$ cat config.mk
export PLATFORM = sky130hd
export DESIGN_NAME = fifo_stream_reader
export DESIGN_NICKNAME = d
export VERILOG_FILES = /design/src/rtl/fifo_stream_reader.sv
export SDC_FILE = /design/constraint.sdc
export NUM_CORES = 1
export LEC_CHECK = 0
export CORE_MARGIN = 4
export CORE_UTILIZATION = 45
export DETAILED_ROUTE_END_ITERATION = 7
export MAX_ROUTING_LAYER = met4
export PLACE_DENSITY = 0.76
export SYNTH_ARGS = -nofsm -noshare
export SYNTH_HDL_FRONTEND = slang
export SYNTH_SLANG_ARGS = --single-unit
$ cat constraint.sdc
create_clock -name clock -period 2.8 [get_ports clock]
set_clock_uncertainty 0.2 [all_clocks]
set_input_delay 0.42 -clock clock [delete_from_list [all_inputs] [get_ports clock]]
set_output_delay 0.42 -clock clock [all_outputs]
set_load 0.02 [all_outputs]
$ cat src/rtl/fifo_stream_reader.sv
`default_nettype none
// fifo_stream_reader: drains a one-cycle-latency FIFO read port into a registered
// valid/ready stream with out_last framing every pkt_len words.
module fifo_stream_reader #(
    parameter int WIDTH    = 16,
    parameter int LEN_BITS = 8
) (
    input  logic                clock,
    input  logic                reset_n,
    input  logic                flush,
    input  logic                fifo_empty,
    input  logic [WIDTH-1:0]    fifo_data,
    output logic                fifo_read,
    input  logic [LEN_BITS-1:0] pkt_len,
    output logic                out_valid,
    input  logic                out_ready,
    output logic [WIDTH-1:0]    out_data,
    output logic                out_last
);

    logic [WIDTH-1:0]    buf_q [3];
    logic [1:0]          head_q, head_d;
    logic [1:0]          tail_q, tail_d;
    logic [1:0]          count_q, count_d;
    logic                in_flight_q, in_flight_d;
    logic [LEN_BITS-1:0] word_cnt_q, word_cnt_d;
    logic [LEN_BITS-1:0] len_q, len_d;
    logic [LEN_BITS-1:0] len_m1;
    logic [2:0]          credit_used;
    logic                capture;
    logic                pop;

    function automatic logic [1:0] wrap_inc(input logic [1:0] p);
        return (p == 2'd2) ? 2'd0 : p + 2'd1;
    endfunction

    // Issue a read only when the buffer can absorb it even if nothing pops,
    // so out_ready never reaches fifo_read combinationally.
    always_comb begin
        credit_used = {1'b0, count_q} + {2'b00, in_flight_q};
        fifo_read   = reset_n & ~fifo_empty & ~flush & (credit_used < 3'd3);
        out_valid   = (count_q != 2'd0);
        out_data    = out_valid ? buf_q[head_q] : '0;
        len_m1      = len_q - LEN_BITS'(1);
        out_last    = out_valid & (word_cnt_q == len_m1);
        capture     = in_flight_q & ~flush;
        pop         = out_valid & out_ready & ~flush;
    end

    always_comb begin
        head_d      = head_q;
        tail_d      = tail_q;
        count_d     = count_q;
        in_flight_d = fifo_read;
        word_cnt_d  = word_cnt_q;
        len_d       = (word_cnt_q == '0) ? pkt_len : len_q;

        if (flush) begin
            head_d      = 2'd0;
            tail_d      = 2'd0;
            count_d     = 2'd0;
            word_cnt_d  = '0;
            in_flight_d = 1'b0;
        end else begin
            if (capture) begin
                tail_d = wrap_inc(tail_q);
            end
            if (pop) begin
                head_d     = wrap_inc(head_q);
                word_cnt_d = out_last ? '0 : word_cnt_q + LEN_BITS'(1);
            end
            case ({capture, pop})
                2'b10:   count_d = count_q + 2'd1;
                2'b01:   count_d = count_q - 2'd1;
                default: count_d = count_q;
            endcase
        end
    end

    always_ff @(posedge clock or negedge reset_n) begin
        if (!reset_n) begin
            head_q      <= 2'd0;
            tail_q      <= 2'd0;
            count_q     <= 2'd0;
            in_flight_q <= 1'b0;
            word_cnt_q  <= '0;
            len_q       <= '0;
        end else begin
            head_q      <= head_d;
            tail_q      <= tail_d;
            count_q     <= count_d;
            in_flight_q <= in_flight_d;
            word_cnt_q  <= word_cnt_d;
            len_q       <= len_d;
        end
    end

    // Storage needs no reset: count_q gates every observation of it.
    always_ff @(posedge clock) begin
        if (capture) begin
            buf_q[tail_q] <= fifo_data;
        end
    end

endmodule
`default_nettype wire
==> impl_metrics.csv, run 1 <==
group,metric,value,unit
yosys,netlist-cell-type-count,41,
finish,ff_latch_area,2020,µm²
die,die_height,93.1,µm
critical_path,r2r_slack,0.46,ns
yosys,synth_edf_count,48,
critical_path,criticalPathCategory,"flip-flop to output pin",
finish,multi_input_area,1180,µm²
die,start_util,47.2,%
placed_design,pre_cts_ws,-0.120,ns
timing,finalSetupViolations,0,
yosys,synth_cells,265,
job,maxCapViolCount,0,
die,rows,30,
timing,rsz0062_at_grt,"false",
yosys,syn_nets,299,
clock_tree,hold_buffers,0,
critical_path,critPathRequiredTime,2.18,ns
timing,final_hold_viol_count,0,
yosys,synthTopCellsByArea,"edfxtp_1, dfrtp_1, mux2i_1, nor2_1, a21oi_1",
critical_path,r2r_cells,7,
yosys,yosys_warnings,0,
die,die_width,93.1,µm
global_route,grt_pass1_vias,2268,
yosys,synth_top_area_share,44.2,%
detailed_routing,vias,2220,
yosys,async_flop_share,32.4,%
pwr,power_density,547,nW/µm²
pwr,clkPwrFrac,38.0,%
global_route,antenna_found_initial,0,
placed_design,place.gp.congestion,0.866,
clock_tree,cts_made_buffers,9,
placed_design,placed_cell_area,3970,µm²
timing,tightestPinTransition,0.736,ns
placed_design,io_buffers,47,
yosys,yosysTopAreaCell,"edfxtp_1",
clock_tree,clock_latency,0.34,ns
pwr,p_total,2.28,mW
critical_path,crit_path_start_kind,"flip-flop",
detailed_routing,firstDrtPassIters,4,
finish,area_delta_synth_final,28.0,%
clock_tree,cts_setup_buffers,0,
detailed_routing,finalWirelength,6450,µm
run_status,status,"completed",
yosys,ys.flop_type,"edfxtp_1",
pwr,swShare,22.2,%
detailed_routing,route.detailed.drc,0,
placed_design,dp_cells,415,
die,coreArea,6910,µm²
global_route,grt.total_usage,16.4,%
timing,fin_ws,0.0993,ns
yosys,ys_seq_elements,71,
global_route,grt_pass1_wl,10600,µm
clock_tree,cts_htree_levels,3,
critical_path,cp_max_fo,2,
placed_design,dp_hpwl,4400,µm
yosys,yosysSeqAreaShare,61.8,%
finish,drive_gt1_share,17.3,%
pwr,netSwitchingPower,506,µW
timing,slew_violations,0,
clock_tree,cts_buffer_depth,2,
worst_hold_path,hp-class,"primary input to asynchronous set/reset pin",
detailed_routing,viasPerCell,5.15,
clock_tree,cts_sinks,71,
finish,finalNetCount,364,
detailed_routing,wl_per_cell,15.0,µm
clock_tree,cts.reportedPaths.clkPinSlew,0.07,ns
pwr,ir_drop,0.379,mV
die,die_area,8680,µm²
finish,layout_commonest_cell,"edfxtp_1",
yosys,netlist_area,3260,µm²
critical_path,crit_path_end_kind,"output pin",
timing,fin_crit_sh,96.5,%
global_route,grt_remaining_overflow,0,
timing,period_needed,2.70,ns
finish,n_fill_cell,561,
clock_tree,cts_tree,"done",
pwr,p_int,1.78,mW
timing,relSlewSlack,50.9,%
detailed_routing,ant_nets,0,
global_route,grt_max_degree,24,
critical_path,arrival,2.08,ns
finish,num_antenna_cells,0,
yosys,avgSynthCellArea,12.3,µm²
clock_tree,clockRootBuffer,"clkbuf_8",
pwr,p_comb_share,10.9,%
pwr,cellLeakagePower,1.55,nW
finish,instances_no_fill,431,
pwr,power_frac_seq,51.0,%
die,io_pins,48,
detailed_routing,drt_iter0_drc,126,
timing,fmaxAchievable,370,MHz
finish,final_cell_mix,"edfxtp_1, clkdlybuf4s50_1, nor2_1, a21oi_1, dfrtp_1",
finish,final_area,4180,µm²
[metrics by stage]
step | TNS [ns] | hold WS [ns] | utilization (%)
final | 0 | 0.321 | 60.5
after global routing | 0 | 0.367 | 60.5
after CTS | 0 | 0.327 | 60.5
after detailed placement | -0.120 | 0.345 | 57.4
after global placement | -0.114 | 0.336 | 57.4
after floorplan | 0 | -0.0756 | -
[cells by family (layout without fill, tap and decap cells)]
logic type	after synthesis	count (layout)	share of synthesized area, %
AO/OA/AOI/OAI	43	43	8.36
AND/OR/NAND/NOR	88	88	13.6
multiplexers	26	26	8.29
adder cells (fa/ha/maj)	5	5	1.92
flip-flops	71	71	61.8
buffers and inverters	19	89	2.53
XOR/XNOR	13	13	3.49
[power groups by stage]
stage | sequential [mW] | combinational [mW] | clock, mW
6_report | 1.17 | 0.250 | 0.869
5_1_grt | 1.17 | 0.272 | 0.921
4_1_cts | 1.17 | 0.251 | 0.878
3_5_place_dp | 1.19 | 0.250 | 0
3_3_place_gp | 1.19 | 0.243 | 0
2_1_floorplan | 1.19 | 0.126 | 0
[metal layers]
layer  GRT usage (%)  part of all wire [%]  wire, µm  vias to the layer above
met5               -                     0         0                        -
met4            7.33                   2.0       129                        0
met3            2.82                   3.5       224                       11
met2            27.2                    51      3280                       41
met1            19.8                    44      2810                     1072
li1                -                     -         -                     1096
[worst paths after layout]
check,end,start
setup reg to reg,word_cnt_q[4]$_DFFE_PN0P_,len_q[2]$_DFFE_PN0N_
hold / removal,len_q[3]$_DFFE_PN0N_,reset_n
max in group asynchronous,head_q[0]$_DFFE_PN0P_,reset_n
setup / recovery,out_last,len_q[2]$_DFFE_PN0N_
hold reg to reg,len_q[7]$_DFFE_PN0N_,len_q[7]$_DFFE_PN0N_
min in group clock,len_q[7]$_DFFE_PN0N_,len_q[7]$_DFFE_PN0N_
[Yosys cell counts (2+ instances only)]
cell type  instances
mux2_2             8
a21o_1             3
or2_2              3
ha_1               5
inv_1              7
nor2_1            40
clkbuf_1           9
o21ai_0            4
nor3b_1            5
nand3_1            4
o2111ai_1          2
nor3_1             8
o31ai_1            2
a211oi_1           4
nand2b_1           4
a21oi_1           24
xnor2_1            5
edfxtp_1          48
xor2_1             8
nand2_1           10
dfrtp_1           23
mux2i_1           18
and3_1             3
[flip-flops by register name (all words and copies together), names as in the netlist]
signal and cells:
head_q 2, buf_q 48, len_q 8, tail_q 2
count_q 2, in_flight_q 1, word_cnt_q 8
[layout make-up]
type / instances / share of cell area [%]
clock inverter: 6 / 2.07
inverter: 7 / 0.629
tap: 96 / 2.88
timing repair buffer: 66 / 14.7
sequential: 71 / 48.3
clock buffer: 10 / 3.06
multi-input combinational: 175 / 28.3
[repair_timing]
item	in CTS	in global routing
gates resized for setup	7	3
pin swaps	0	0
hold endpoints to repair	0	0
endpoints found under the setup margin	2	4
[critical path, stage by stage, from the launching register on]
cell	delay (ns)
dfrtp_1	0.38
or4_4	0.55
nor4b_2	0.25
nand3_1	0.15
a31oi_4	0.21
buf_2	0.19
Power figures use the tool's default switching activity.
==> run 2, diff against run 1 <==
--- a/config.mk
+++ b/config.mk
@@ -5,9 +5,11 @@
 export SDC_FILE = /design/constraint.sdc
 export NUM_CORES = 1
 export LEC_CHECK = 0
+export CAP_MARGIN = 0
 export CORE_MARGIN = 4
 export CORE_UTILIZATION = 45
 export DETAILED_ROUTE_END_ITERATION = 7
+export GPL_ROUTABILITY_DRIVEN = 0
 export MAX_ROUTING_LAYER = met4
 export PLACE_DENSITY = 0.76
 export SYNTH_ARGS = -nofsm -noshare
==> results of run 2 <==
The final DEF is identical to that of run 1; final timing and power are the same.
==> run 3, diff against run 2 <==
--- a/config.mk
+++ b/config.mk
@@ -7,11 +7,11 @@
 export LEC_CHECK = 0
 export CAP_MARGIN = 0
 export CORE_MARGIN = 4
-export CORE_UTILIZATION = 45
+export CORE_UTILIZATION = 54
 export DETAILED_ROUTE_END_ITERATION = 7
 export GPL_ROUTABILITY_DRIVEN = 0
 export MAX_ROUTING_LAYER = met4
-export PLACE_DENSITY = 0.76
+export PLACE_DENSITY = 0.87
 export SYNTH_ARGS = -nofsm -noshare
 export SYNTH_HDL_FRONTEND = slang
 export SYNTH_SLANG_ARGS = --single-unit
==> run 3 against run 2 <==
Combinational power about the same. Cell count shrank 5.1%. First-iteration DRC count grew 26%. Sequential share of layout area up 0.45 points. Sequential power hardly changed. Largest power group unchanged. Setup slack better by 0.015 ns.
==> impl_metrics.csv, run 3 (synthesis gave the netlist of run 1 again) <==
group,metric,value,unit
detailed_routing,firstDrtPassIters,5,
timing,worst_hold_slack,0.335,ns
detailed_routing,wl_per_cell,16.5,µm
detailed_routing,routed.top_layer,"met4",
clock_tree,cts_sinks,71,
timing,relSlewSlack,55.9,%
detailed_routing,wl_met1,2820,µm
clock_tree,clock_latency,0.35,ns
finish,layout_commonest_cell,"edfxtp_1",
pwr,power_density,561,nW/µm²
die,start_util,55.4,%
timing,finalSetupViolations,0,
detailed_routing,vias,2249,
detailed_routing,wl_met3,283,µm
finish,area_delta_synth_final,26.8,%
critical_path,arrival,2.07,ns
detailed_routing,wl_met2,3550,µm
finish,drive_gt1_share,16.5,%
critical_path,crit_path_start_kind,"flip-flop",
pwr,p_total,2.32,mW
die,rows,28,
die,coreArea,5890,µm²
clock_tree,hold_buffers,0,
clock_tree,clockRootBuffer,"clkbuf_8",
critical_path,criticalPathCategory,"flip-flop to output pin",
die,io_pins,48,
detailed_routing,viasPerCell,5.50,
detailed_routing,ant_nets,0,
critical_path,crit_path_end_kind,"output pin",
clock_tree,cts_setup_buffers,0,
critical_path,crit_chain,"or4_4, nor4b_2, nand3_1, a31oi_4, buf_2",
pwr,cellLeakagePower,1.55,nW
clock_tree,cts.reportedPaths.clkPinSlew,0.08,ns
timing,period_needed,2.69,ns
detailed_routing,finalWirelength,6740,µm
finish,num_antenna_cells,0,
critical_path,r2r_slack,0.48,ns
finish,largestRegisters,"buf_q x48, len_q x8, word_cnt_q x8",
die,die_area,7350,µm²
detailed_routing,route.detailed.drc,0,
finish,largest_reg_flops,48,
finish,n_fill_cell,421,
clock_tree,cts_htree_levels,3,
finish,regMostFlops,"buf_q",
placed_design,io_buffers,47,
detailed_routing,drt_iter0_drc,159,
global_route,grt_pass1_wl,11400,µm
timing,tightestPinTransition,0.662,ns
clock_tree,cts_tree,"done",
critical_path,cp_max_fo,2,
critical_path,cp_slowest_stage_delay,0.54,ns
timing,fmaxAchievable,372,MHz
finish,finalNetCount,363,
die,die_height,85.7,µm
critical_path,critPathRequiredTime,2.18,ns
timing,final_hold_viol_count,0,
global_route,grt.total_usage,20.8,%
pwr,ir_drop,0.445,mV
die,die_width,85.7,µm
job,maxCapViolCount,0,
timing,slew_violations,0,
timing,rsz0062_at_grt,"false",
critical_path,critical_path.slowest_cell,"or4_4",
run_status,status,"completed",
placed_design,dp_hpwl,4580,µm
clock_tree,cts_made_buffers,9,
worst_hold_path,hp-class,"primary input to asynchronous set/reset pin",
global_route,grt_max_degree,36,
global_route,antenna_found_initial,0,
timing,fin_tns_setup,0,ns
global_route,grt_pass1_vias,2385,
timing,fin_crit_sh,95.9,%
global_route,grt_remaining_overflow,0,
finish,final_cell_mix,"edfxtp_1, clkdlybuf4s50_1, nor2_1, a21oi_1, dfrtp_1",
clock_tree,cts_buffer_depth,2,
-- run 3: final cells by class --
| class | count | area (µm²) | share of cell area [%] |
|---|---|---|---|
| clock buffer | 10 | 128 | 3.09 |
| multi-input combinational | 175 | 1180 | 28.5 |
| sequential | 71 | 2020 | 48.8 |
| clock inverter | 6 | 93.8 | 2.27 |
| inverter | 7 | 26.3 | 0.635 |
| tap | 75 | 93.8 | 2.27 |
| timing repair buffer | 65 | 599 | 14.5 |
-- run 3: metal layers --
| metal | global-route usage [%] | up-vias |
|---|---|---|
| met1 | 23.3 | 1093 |
| met4 | 9.06 | 0 |
| met2 | 36.2 | 54 |
| met5 | - | - |
| met3 | 3.65 | 9 |
| li1 | - | 1093 |
-- run 3: report_power, final --
part / internal [mW] / total (mW) / leakage [nW] / switching [mW]
clock: 0.508 / 0.905 / 0.107 / 0.397
sequential: 1.15 / 1.16 / 0.734 / 0.0172
combinational: 0.128 / 0.250 / 0.704 / 0.122
-- run 3: worst paths after layout --
kind / startpoint / endpoint / cells after the start
max: len_q[2]$_DFFE_PN0N_ / out_last / 5
min: reset_n / word_cnt_q[2]$_DFFE_PN0P_ / 2
max reg2reg: len_q[2]$_DFFE_PN0N_ / word_cnt_q[4]$_DFFE_PN0P_ / 7
min reg2reg: len_q[7]$_DFFE_PN0N_ / len_q[7]$_DFFE_PN0N_ / 1
max in group asynchronous: reset_n / in_flight_q$_DFF_PN0_ / 2
min in group clock: len_q[7]$_DFFE_PN0N_ / len_q[7]$_DFFE_PN0N_ / 1
-- run 3: worst max-delay path: cells and delay by family (launching register included) --
family | cells | cell delay (ns)
buf+inv | 1 | 0.19
simple gates | 3 | 0.94
flops | 1 | 0.38
compound gates | 1 | 0.21
-- run 3: through the flow --
step	utilization [%]	setup slack, ns	cells	area (µm²)
floorplan	-	0.214	265	3260
global placement	66.6	-0.158	393	3920
detailed placement	66.6	-0.149	393	3920
CTS	70.3	0.0299	409	4140
global route	70.3	0.0353	409	4140
finish	70.3	0.114	409	4140
-- run 3: timing repair --
action                     CTS  global route
setup endpoints to repair    2             2
resized for setup            7             2
pin swaps                    0             0
cloned                       0             0
